--- src/rtl/dcache_controller_pkg.sv ---
// rtl/dcache_controller_pkg.sv - shared constants, types and line helpers for the L1 data cache
package dcache_controller_pkg;

    localparam int LINES     = 16;
    localparam int LINE_BITS = 256;
    localparam int ADDR_W    = 32;

    localparam int INDEX_W  = $clog2(LINES);
    localparam int OFFSET_W = $clog2(LINE_BITS / 8);
    localparam int TAG_W    = ADDR_W - INDEX_W - OFFSET_W;
    localparam int WORDS    = LINE_BITS / 32;
    localparam int WORD_W   = $clog2(WORDS);

    typedef logic [TAG_W-1:0]     tag_t;
    typedef logic [INDEX_W-1:0]   index_t;
    typedef logic [WORD_W-1:0]    word_t;
    typedef logic [LINE_BITS-1:0] line_t;

    typedef enum logic [1:0] {
        ST_IDLE      = 2'd0,
        ST_WRITEBACK = 2'd1,
        ST_ALLOCATE  = 2'd2,
        ST_REFILL    = 2'd3
    } state_e;

    // Pick one 32-bit word out of a cache line.
    function automatic logic [31:0] line_word(input line_t line, input word_t w);
        return line[w*32 +: 32];
    endfunction

    // Replace one 32-bit word inside a cache line.
    function automatic line_t merge_word(input line_t line, input word_t w, input logic [31:0] data);
        line_t r;
        r = line;
        r[w*32 +: 32] = data;
        return r;
    endfunction

    // Line-aligned byte address for a tag/index pair.
    function automatic logic [ADDR_W-1:0] line_base(input tag_t tag, input index_t index);
        return {tag, index, {OFFSET_W{1'b0}}};
    endfunction

endpackage

--- src/rtl/dcache_controller_if.sv ---
// rtl/dcache_controller_if.sv - CPU and memory side signals of the data cache
interface dcache_controller_if;
    import dcache_controller_pkg::*;

    logic                 cpu_req_i;
    logic                 cpu_write_i;
    logic [ADDR_W-1:0]    cpu_addr_i;
    logic [31:0]          cpu_data_i;
    logic [31:0]          cpu_data_o;
    logic                 cpu_stall_o;

    logic                 mem_enable_o;
    logic                 mem_write_o;
    logic [ADDR_W-1:0]    mem_addr_o;
    logic [LINE_BITS-1:0] mem_data_o;
    logic [LINE_BITS-1:0] mem_data_i;
    logic                 mem_ack_i;

    modport slave (
        input  cpu_req_i, cpu_write_i, cpu_addr_i, cpu_data_i, mem_data_i, mem_ack_i,
        output cpu_data_o, cpu_stall_o, mem_enable_o, mem_write_o, mem_addr_o, mem_data_o
    );

    modport master (
        output cpu_req_i, cpu_write_i, cpu_addr_i, cpu_data_i, mem_data_i, mem_ack_i,
        input  cpu_data_o, cpu_stall_o, mem_enable_o, mem_write_o, mem_addr_o, mem_data_o
    );

endinterface

--- src/rtl/dcache_sram.sv ---
// rtl/dcache_sram.sv - LINES x {valid, dirty, tag, data} storage, async read / sync write
module dcache_sram
    import dcache_controller_pkg::*;
(
    input  logic   clk_i,
    input  logic   rst_i,
    input  index_t rd_index_i,
    output logic   rd_valid_o,
    output logic   rd_dirty_o,
    output tag_t   rd_tag_o,
    output line_t  rd_line_o,
    input  logic   wr_en_i,
    input  index_t wr_index_i,
    input  logic   wr_dirty_i,
    input  tag_t   wr_tag_i,
    input  line_t  wr_line_i
);

    logic [LINES-1:0] valid_q;
    logic [LINES-1:0] dirty_q;
    tag_t             tag_q  [LINES];
    line_t            data_q [LINES];

    // Status bits: cleared asynchronously so a reset invalidates the whole cache at once.
    always_ff @(posedge clk_i or posedge rst_i) begin
        if (rst_i) begin
            valid_q <= '0;
            dirty_q <= '0;
        end else if (wr_en_i) begin
            valid_q[wr_index_i] <= 1'b1;
            dirty_q[wr_index_i] <= wr_dirty_i;
        end
    end

    // Tag and data payload: no reset needed, guarded by the valid bit.
    always_ff @(posedge clk_i) begin
        if (wr_en_i) begin
            tag_q[wr_index_i]  <= wr_tag_i;
            data_q[wr_index_i] <= wr_line_i;
        end
    end

    assign rd_valid_o = valid_q[rd_index_i];
    assign rd_dirty_o = dirty_q[rd_index_i];
    assign rd_tag_o   = tag_q[rd_index_i];
    assign rd_line_o  = data_q[rd_index_i];

endmodule

--- src/rtl/dcache_controller.sv ---
// rtl/dcache_controller.sv - direct-mapped write-back write-allocate L1 data cache controller
module dcache_controller
    import dcache_controller_pkg::*;
(
    input  logic         clk_i,
    input  logic         rst_i,
    dcache_controller_if.slave bus
);

    state_e            state_q, state_d;
    logic [ADDR_W-1:0] miss_addr_q, miss_addr_d;
    logic              mem_enable_q, mem_enable_d;
    logic              mem_write_q, mem_write_d;
    logic [ADDR_W-1:0] mem_addr_q, mem_addr_d;
    line_t             mem_data_q, mem_data_d;

    tag_t   cpu_tag;
    index_t cpu_index;
    word_t  cpu_word;
    tag_t   miss_tag_d;
    index_t miss_index_d;

    logic   rd_valid, rd_dirty;
    tag_t   rd_tag;
    line_t  rd_line;
    logic   wr_en, wr_dirty;
    index_t wr_index;
    tag_t   wr_tag;
    line_t  wr_line;
    logic   hit;
    logic   unused_addr_bits;

    assign cpu_tag      = bus.cpu_addr_i[ADDR_W-1 -: TAG_W];
    assign cpu_index    = bus.cpu_addr_i[OFFSET_W +: INDEX_W];
    assign cpu_word     = bus.cpu_addr_i[2 +: WORD_W];
    assign miss_tag_d   = miss_addr_d[ADDR_W-1 -: TAG_W];
    assign miss_index_d = miss_addr_d[OFFSET_W +: INDEX_W];
    assign hit          = rd_valid && (rd_tag == cpu_tag);

    // Byte-within-word bits and the latched offset are deliberately ignored.
    assign unused_addr_bits = ^{bus.cpu_addr_i[1:0], miss_addr_q[OFFSET_W-1:0]};

    dcache_sram u_sram (
        .clk_i      (clk_i),
        .rst_i      (rst_i),
        .rd_index_i (cpu_index),
        .rd_valid_o (rd_valid),
        .rd_dirty_o (rd_dirty),
        .rd_tag_o   (rd_tag),
        .rd_line_o  (rd_line),
        .wr_en_i    (wr_en),
        .wr_index_i (wr_index),
        .wr_dirty_i (wr_dirty),
        .wr_tag_i   (wr_tag),
        .wr_line_i  (wr_line)
    );

    // State register; reset mid-miss abandons the transfer immediately.
    always_ff @(posedge clk_i or posedge rst_i) begin
        if (rst_i) begin
            state_q     <= ST_IDLE;
            miss_addr_q <= '0;
        end else begin
            state_q     <= state_d;
            miss_addr_q <= miss_addr_d;
        end
    end

    // Next-state logic; a dirty victim goes out before the new line comes in.
    always_comb begin
        state_d = state_q;
        case (state_q)
            ST_IDLE: begin
                if (bus.cpu_req_i && !hit) begin
                    state_d = rd_dirty ? ST_WRITEBACK : ST_ALLOCATE;
                end
            end
            ST_WRITEBACK: if (bus.mem_ack_i) state_d = ST_ALLOCATE;
            ST_ALLOCATE:  if (bus.mem_ack_i) state_d = ST_REFILL;
            ST_REFILL:    state_d = ST_IDLE;
            default:      state_d = ST_IDLE;
        endcase
    end

    // CPU-facing outputs and array writes: store-hit merge in IDLE, line fill on the allocate ack.
    always_comb begin
        bus.cpu_stall_o = !rst_i && ((state_q != ST_IDLE) || (bus.cpu_req_i && !hit));
        bus.cpu_data_o  = rst_i ? 32'd0 : line_word(rd_line, cpu_word);

        wr_en    = 1'b0;
        wr_index = cpu_index;
        wr_tag   = cpu_tag;
        wr_dirty = 1'b1;
        wr_line  = merge_word(rd_line, cpu_word, bus.cpu_data_i);

        if (state_q == ST_IDLE && bus.cpu_req_i && bus.cpu_write_i && hit) begin
            wr_en = 1'b1;
        end else if (state_q == ST_ALLOCATE && bus.mem_ack_i) begin
            wr_en    = 1'b1;
            wr_index = miss_addr_q[OFFSET_W +: INDEX_W];
            wr_tag   = miss_addr_q[ADDR_W-1 -: TAG_W];
            wr_dirty = 1'b0;
            wr_line  = bus.mem_data_i;
        end
    end

    // Memory request next-values; address/data are captured once per request and held until ack.
    always_comb begin
        miss_addr_d  = (state_q == ST_IDLE && state_d != ST_IDLE) ? bus.cpu_addr_i : miss_addr_q;
        mem_enable_d = (state_d == ST_WRITEBACK) || (state_d == ST_ALLOCATE);
        mem_write_d  = (state_d == ST_WRITEBACK);
        mem_addr_d   = '0;
        mem_data_d   = mem_data_q;
        if (state_d == ST_WRITEBACK) begin
            if (state_q == ST_IDLE) begin
                mem_addr_d = line_base(rd_tag, cpu_index);
                mem_data_d = rd_line;
            end else begin
                mem_addr_d = mem_addr_q;
            end
        end else if (state_d == ST_ALLOCATE) begin
            mem_addr_d = line_base(miss_tag_d, miss_index_d);
        end
    end

    // Registered memory interface so the request is glitch-free for the whole transfer.
    always_ff @(posedge clk_i or posedge rst_i) begin
        if (rst_i) begin
            mem_enable_q <= 1'b0;
            mem_write_q  <= 1'b0;
            mem_addr_q   <= '0;
            mem_data_q   <= '0;
        end else begin
            mem_enable_q <= mem_enable_d;
            mem_write_q  <= mem_write_d;
            mem_addr_q   <= mem_addr_d;
            mem_data_q   <= mem_data_d;
        end
    end

    assign bus.mem_enable_o = mem_enable_q;
    assign bus.mem_write_o  = mem_write_q;
    assign bus.mem_addr_o   = mem_addr_q;
    assign bus.mem_data_o   = mem_data_q;

endmodule

--- src/flat_wrapper.sv ---
// flat-port wrapper written by rule: the top's interface ports become plain ports
module dcache_controller_flat import dcache_controller_pkg::*;
  (clk_i, rst_i, bus_cpu_req_i, bus_cpu_write_i, bus_cpu_addr_i, bus_cpu_data_i, bus_mem_data_i, bus_mem_ack_i, bus_cpu_data_o, bus_cpu_stall_o, bus_mem_enable_o, bus_mem_write_o, bus_mem_addr_o, bus_mem_data_o);
  dcache_controller_if bus_i ();
  input  logic clk_i;
  input  logic rst_i;
  input wire logic [$bits(bus_i.cpu_req_i)-1:0] bus_cpu_req_i;
  input wire logic [$bits(bus_i.cpu_write_i)-1:0] bus_cpu_write_i;
  input wire logic [$bits(bus_i.cpu_addr_i)-1:0] bus_cpu_addr_i;
  input wire logic [$bits(bus_i.cpu_data_i)-1:0] bus_cpu_data_i;
  input wire logic [$bits(bus_i.mem_data_i)-1:0] bus_mem_data_i;
  input wire logic [$bits(bus_i.mem_ack_i)-1:0] bus_mem_ack_i;
  output wire logic [$bits(bus_i.cpu_data_o)-1:0] bus_cpu_data_o;
  output wire logic [$bits(bus_i.cpu_stall_o)-1:0] bus_cpu_stall_o;
  output wire logic [$bits(bus_i.mem_enable_o)-1:0] bus_mem_enable_o;
  output wire logic [$bits(bus_i.mem_write_o)-1:0] bus_mem_write_o;
  output wire logic [$bits(bus_i.mem_addr_o)-1:0] bus_mem_addr_o;
  output wire logic [$bits(bus_i.mem_data_o)-1:0] bus_mem_data_o;
  assign bus_i.cpu_req_i = bus_cpu_req_i;
  assign bus_i.cpu_write_i = bus_cpu_write_i;
  assign bus_i.cpu_addr_i = bus_cpu_addr_i;
  assign bus_i.cpu_data_i = bus_cpu_data_i;
  assign bus_i.mem_data_i = bus_mem_data_i;
  assign bus_i.mem_ack_i = bus_mem_ack_i;
  assign bus_cpu_data_o = bus_i.cpu_data_o;
  assign bus_cpu_stall_o = bus_i.cpu_stall_o;
  assign bus_mem_enable_o = bus_i.mem_enable_o;
  assign bus_mem_write_o = bus_i.mem_write_o;
  assign bus_mem_addr_o = bus_i.mem_addr_o;
  assign bus_mem_data_o = bus_i.mem_data_o;
  dcache_controller u_core (.clk_i(clk_i), .rst_i(rst_i), .bus(bus_i));
endmodule
--- config.mk ---
export PLATFORM = sky130hd
export DESIGN_NAME = dcache_controller_flat
export DESIGN_NICKNAME = d
export VERILOG_FILES = /design/src/rtl/dcache_controller_pkg.sv /design/src/rtl/dcache_controller_if.sv /design/src/rtl/dcache_sram.sv /design/src/rtl/dcache_controller.sv /design/src/flat_wrapper.sv
export SDC_FILE = /design/constraint.sdc
export NUM_CORES = 2
export LEC_CHECK = 0
export ABC_CLOCK_PERIOD_IN_PS = 16900
export BUFFER_PORTS_ARGS = -buffer_cell sky130_fd_sc_hd__buf_2
export CORE_ASPECT_RATIO = 1.5
export CORE_MARGIN = 2
export CORE_UTILIZATION = 43
export DETAILED_ROUTE_END_ITERATION = 10
export SLEW_MARGIN = 20
export SYNTH_ARGS = -nofsm -noshare
export SYNTH_HDL_FRONTEND = slang
export SYNTH_MEMORY_MAX_BITS = 65536
export SYNTH_SLANG_ARGS = --single-unit
export TNS_END_PERCENT = 20
--- constraint.sdc ---
create_clock -name clk_i -period 16.9 [get_ports clk_i]
set_input_delay 4.225 -clock clk_i [delete_from_list [all_inputs] [get_ports clk_i]]
set_output_delay 4.225 -clock clk_i [all_outputs]
set_load 0.02 [all_outputs]
==> summary.txt <==
WORST SETUP PATH
---------------------------------------------------------------------------------
Startpoint of the worst-slack reg-to-reg timing path                 u_core.u_sram.tag_q[11][9]
Critical Path Sink Type                                              primary output
Cell type of the slowest stage on the worst timing path              sky130_fd_sc_hd__buf_4
Worst EP arrival                                                          9.02 ns
Setup crit start kind                                                primary input
Endpoint of the worst register-to-register path                      u_core.bus.mem_data_o[19]
Setup CP Type                                                           in -> out
Required time at the worst-slack endpoint                                12.68 ns
Cell depth of the worst flop-to-flop path                                      13
Series of cell instances along the critical path                     buf_12 > buf_4 > buf_12 > mux4_2 > mux4_2 > mux4_2 > nand2_1 > a21oi_1 > buf_2
Register-to-register setup slack                                         10.43 ns
CP Max Fanout                                                                  91
Largest incremental delay on the critical path                            0.88 ns
CP most frequent cell                                                sky130_fd_sc_hd__mux4_2
Top Family by Delay on Critical Path                                 buffers and inverters
Number of buffers and inverters on the critical path                            4

YOSYS
---------------------------------------------------------------------------------
Number of storage elements in the synthesis netlist                          4810
Count of mapped cells out of synthesis                                       8842
Most frequently used flop master after synthesis                     sky130_fd_sc_hd__edfxtp_1
Fraction of registers with async set or reset after synthesis               7.19%
Sequential fraction of the synthesis area                                   75.3%
Largest cells by area after synthesis                                sky130_fd_sc_hd__edfxtp_1, sky130_fd_sc_hd__mux4_2, sky130_fd_sc_hd__dfrtp_1, sky130_fd_sc_hd__mux2_2, sky130_fd_sc_hd__nand2_1
Average size of a mapped cell                                          21.4 sq um
Cell type contributing the most total cell area after synthesis      sky130_fd_sc_hd__edfxtp_1
Cell Area, Synth                                                     190000 sq um
Cell variety after synth                                                       69
Yosys Warn Count                                                                0
Number of flops mapped to enable cells by yosys                              4464
Share of the synthesized area in the top cell type                          70.7%

POWER
---------------------------------------------------------------------------------
Final Total Pwr                                                          0.0308 W
Leakage Power                                                             70.5 nW
Worst vdd rail ir drop                                                     153 uV
Pwr Density                                                           142 nW/um^2

GLOBAL ROUTE
---------------------------------------------------------------------------------
GRT overflow                                                                    0
Via count of the first global-routing pass                                  98.7k
Pin count of the biggest net entering global routing                          155
Total global routing track utilization                                      26.5%
Global-route wire length before repair                               817000 microns
Initial antenna violation count                                                88

CLOCK NETWORK
---------------------------------------------------------------------------------
Count of hold buffers inserted by post-cts repair                               0
Number of setup buffers added after CTS                                         0
Maximum clock path buffer count                                                 4
Clock tree from TritonCTS                                                    done
Resized Gates After CTS                                                         0
Number of buffers created by CTS                                              444
Clk sink count                                                               4810
CTS clk-pin slew, worst paths                                             0.06 ns
Root buffer cell                                                     sky130_fd_sc_hd__clkbuf_16
Clock latency of the later-clocked register in the worst-skew pair        1.05 ns
Depth of the CTS H-tree                                                         5

TIMING
---------------------------------------------------------------------------------
Max transition margin                                                       8.52%
Clock tree skew after final layout                                      0.0832 ns
Hold Violations, Final                                                          0
Final setup viols                                                               0
Tcrit/Tclk final                                                            78.4%
Total negative slack for setup checks                                        0 ns
Slew @ Worst Pin                                                          1.37 ns
F_max                                                                  0.0755 GHz
Minimum period implied by the final worst setup slack                    13.24 ns
Pins over their slew limit                                                      0
Tightest hold margin                                                     0.502 ns
RSZ-0062 raised after global routing                                        false

ROUTING
---------------------------------------------------------------------------------
Starting DRT DRC Count                                                      12.7k
Drt wl/cell                                                          37.5 microns
Avg Vias per Cell                                                            6.12
Count of unresolved DRC violations after routing                                0
Routed via count                                                            97.8k
Total routed wirelength                                              599000 microns
Drt first pass iters                                                            8
Final antenna-violating net count                                               0

WORST HOLD PATH
---------------------------------------------------------------------------------
HP Start                                                             u_core.bus.mem_data_o[22]
Hold WC Path Type                                                      reg -> reg
Worst hold path depth                                                           1
Worst hold path endpoint                                             u_core.bus.mem_data_o[22]

LAYOUT
---------------------------------------------------------------------------------
Most frequent cells in the layout                                    sky130_fd_sc_hd__edfxtp_1, sky130_fd_sc_hd__mux4_2, sky130_fd_sc_hd__buf_2
Synth-to-Final Area Change                                                  14.4%
Number of standard cells in the layout, taps in and fillers out             16.0k
Final instance area                                                  217000 sq um
Most common library cell in the layout ignoring fill and taps        sky130_fd_sc_hd__edfxtp_1
Proportion of layout cells with a drive suffix above 1                      34.7%
Fin nets                                                                    10.0k

FLOORPLAN
---------------------------------------------------------------------------------
Width of the die                                                      546 microns
Initial cell density of the core                                            43.2%
Height of the die                                                     817 microns
Floorplan die area                                                   446000 sq um
Total core area                                                      439000 sq um
Number of rows created at floorplan                                           298
Number of I/O pins                                                            648

FLOW RUN
---------------------------------------------------------------------------------
Reported max-cap violation count                                                0

STATUS
---------------------------------------------------------------------------------
Run status                                                           finished, final reports clean

PLACED DESIGN
---------------------------------------------------------------------------------
Cell Count Post-Placement                                                   15.1k
Final weighted congestion of routability-driven global placement            0.832
Number of port buffers                                                        640
Placed Area                                                          201000 sq um
Half-perimeter wire length after placement                           347000 microns

[cell families after synthesis]
kind of cell	Yosys count	share of synthesized area, %
flip-flops	4810	75.3
multiplexers	1849	19.3
AND/OR/NAND/NOR	1002	2.19
buffers and inverters	582	1.28
AO/OA/AOI/OAI	569	1.76
XOR/XNOR	21	0.0971
adder cells (fa/ha/maj)	8	0.0528
other	1	0.00198
[final cells by class]
| cell class | instances | area [sq um] |
|---|---|---|
| antenna | 52 | 130 |
| clock buffer | 579 | 12000 |
| clock inverter | 258 | 2920 |
| fill | 35414 | 222000 |
| inverter | 13 | 63.8 |
| multi-input combinational | 3454 | 45300 |
| sequential | 4810 | 143000 |
| tap | 5850 | 7320 |
| timing repair buffer | 961 | 6380 |
[per-layer routing]
layer	global-route usage [%]	routed length, microns	up-vias
met2	42.8	289000	5092
met3	7.81	64400	942
li1	-	-	38501
met5	0	271	-
met4	11.8	31100	46
met1	33.1	214000	53229
[sequential cells by signal (all words and copies together) (netlist names)]
signal	flops
u_core.miss_addr_q	27
u_core.bus.mem_enable_o	1
u_core.bus.mem_data_o	256
u_core.u_sram.valid_q	16
u_core.u_sram.dirty_q	16
u_core.bus.mem_addr_o	27
u_core.u_sram.data_q	4096
u_core.state_q	2
u_core.bus.mem_write_o	1
u_core.u_sram.tag_q	368
[stage by stage]
stage,util (%),worst slack (ns)
floorplan,-,-4.05
global placement,45.8,3.62
detailed placement,45.8,3.64
CTS,49.2,3.63
global route,49.4,3.43
finish,49.4,3.66
[worst register-to-register path: stages (launching register included)]
cell                       delay (ns)
sky130_fd_sc_hd__edfxtp_1        0.38
sky130_fd_sc_hd__mux4_2          0.49
sky130_fd_sc_hd__a22oi_1         0.20
sky130_fd_sc_hd__nand2_1         0.13
sky130_fd_sc_hd__xnor2_1         0.41
sky130_fd_sc_hd__nand2_1         0.18
sky130_fd_sc_hd__nor4_4          0.88
sky130_fd_sc_hd__nand3_2         0.34
sky130_fd_sc_hd__a211oi_1        0.42
sky130_fd_sc_hd__ha_2            0.23
sky130_fd_sc_hd__buf_4           0.52
sky130_fd_sc_hd__and2_4          0.92
sky130_fd_sc_hd__buf_4           0.77
sky130_fd_sc_hd__mux2_2          0.49
[Yosys cell counts, types with 4 or more instances]
cell type                  number
sky130_fd_sc_hd__a21boi_1       6
sky130_fd_sc_hd__a21oi_1      162
sky130_fd_sc_hd__mux2_2       289
sky130_fd_sc_hd__xor2_1         7
sky130_fd_sc_hd__a22o_1         4
sky130_fd_sc_hd__and2_1         4
sky130_fd_sc_hd__dfrtp_1      346
sky130_fd_sc_hd__mux4_2      1418
sky130_fd_sc_hd__nor3_1        12
sky130_fd_sc_hd__nand3_1      103
sky130_fd_sc_hd__nand4_1        5
sky130_fd_sc_hd__mux2i_1      142
sky130_fd_sc_hd__a31oi_1      101
sky130_fd_sc_hd__nor2_1       238
sky130_fd_sc_hd__clkbuf_1     376
sky130_fd_sc_hd__a22oi_1       33
sky130_fd_sc_hd__inv_1         12
sky130_fd_sc_hd__edfxtp_1    4464
sky130_fd_sc_hd__buf_1         96
sky130_fd_sc_hd__ha_1           8
sky130_fd_sc_hd__buf_4         13
sky130_fd_sc_hd__nor2b_1       12
sky130_fd_sc_hd__a41oi_1       12
sky130_fd_sc_hd__o211ai_1      10
sky130_fd_sc_hd__a21oi_2       10
sky130_fd_sc_hd__buf_2         70
sky130_fd_sc_hd__buf_6         12
sky130_fd_sc_hd__o21ai_0      196
sky130_fd_sc_hd__nand2b_1       6
sky130_fd_sc_hd__nor4_4         4
sky130_fd_sc_hd__xnor2_1       14
sky130_fd_sc_hd__nand2_1      595
[where the power goes]
group / switching [W] / internal, W
logic: 0.00373 / 0.00149
clock network: 0.00452 / 0.00580
registers: 0.000331 / 0.0149
total: 0.00859 / 0.0222
[worst max path at each step]
stage	start	endpoint	slack (ns)	depth (start not counted)
after CTS	bus_cpu_addr_i[5]	bus_cpu_data_o[25]	3.63	9
after global placement	bus_cpu_addr_i[5]	bus_cpu_data_o[24]	3.62	9
after detailed placement	bus_cpu_addr_i[5]	bus_cpu_data_o[25]	3.64	9
final	bus_cpu_addr_i[5]	bus_cpu_data_o[25]	3.66	9
after floorplan	bus_cpu_addr_i[5]	u_core.u_sram.data_q[10][0]	-4.05	12
after global routing	bus_cpu_addr_i[5]	bus_cpu_data_o[25]	3.43	9
(Power assumes the default switching activity.)
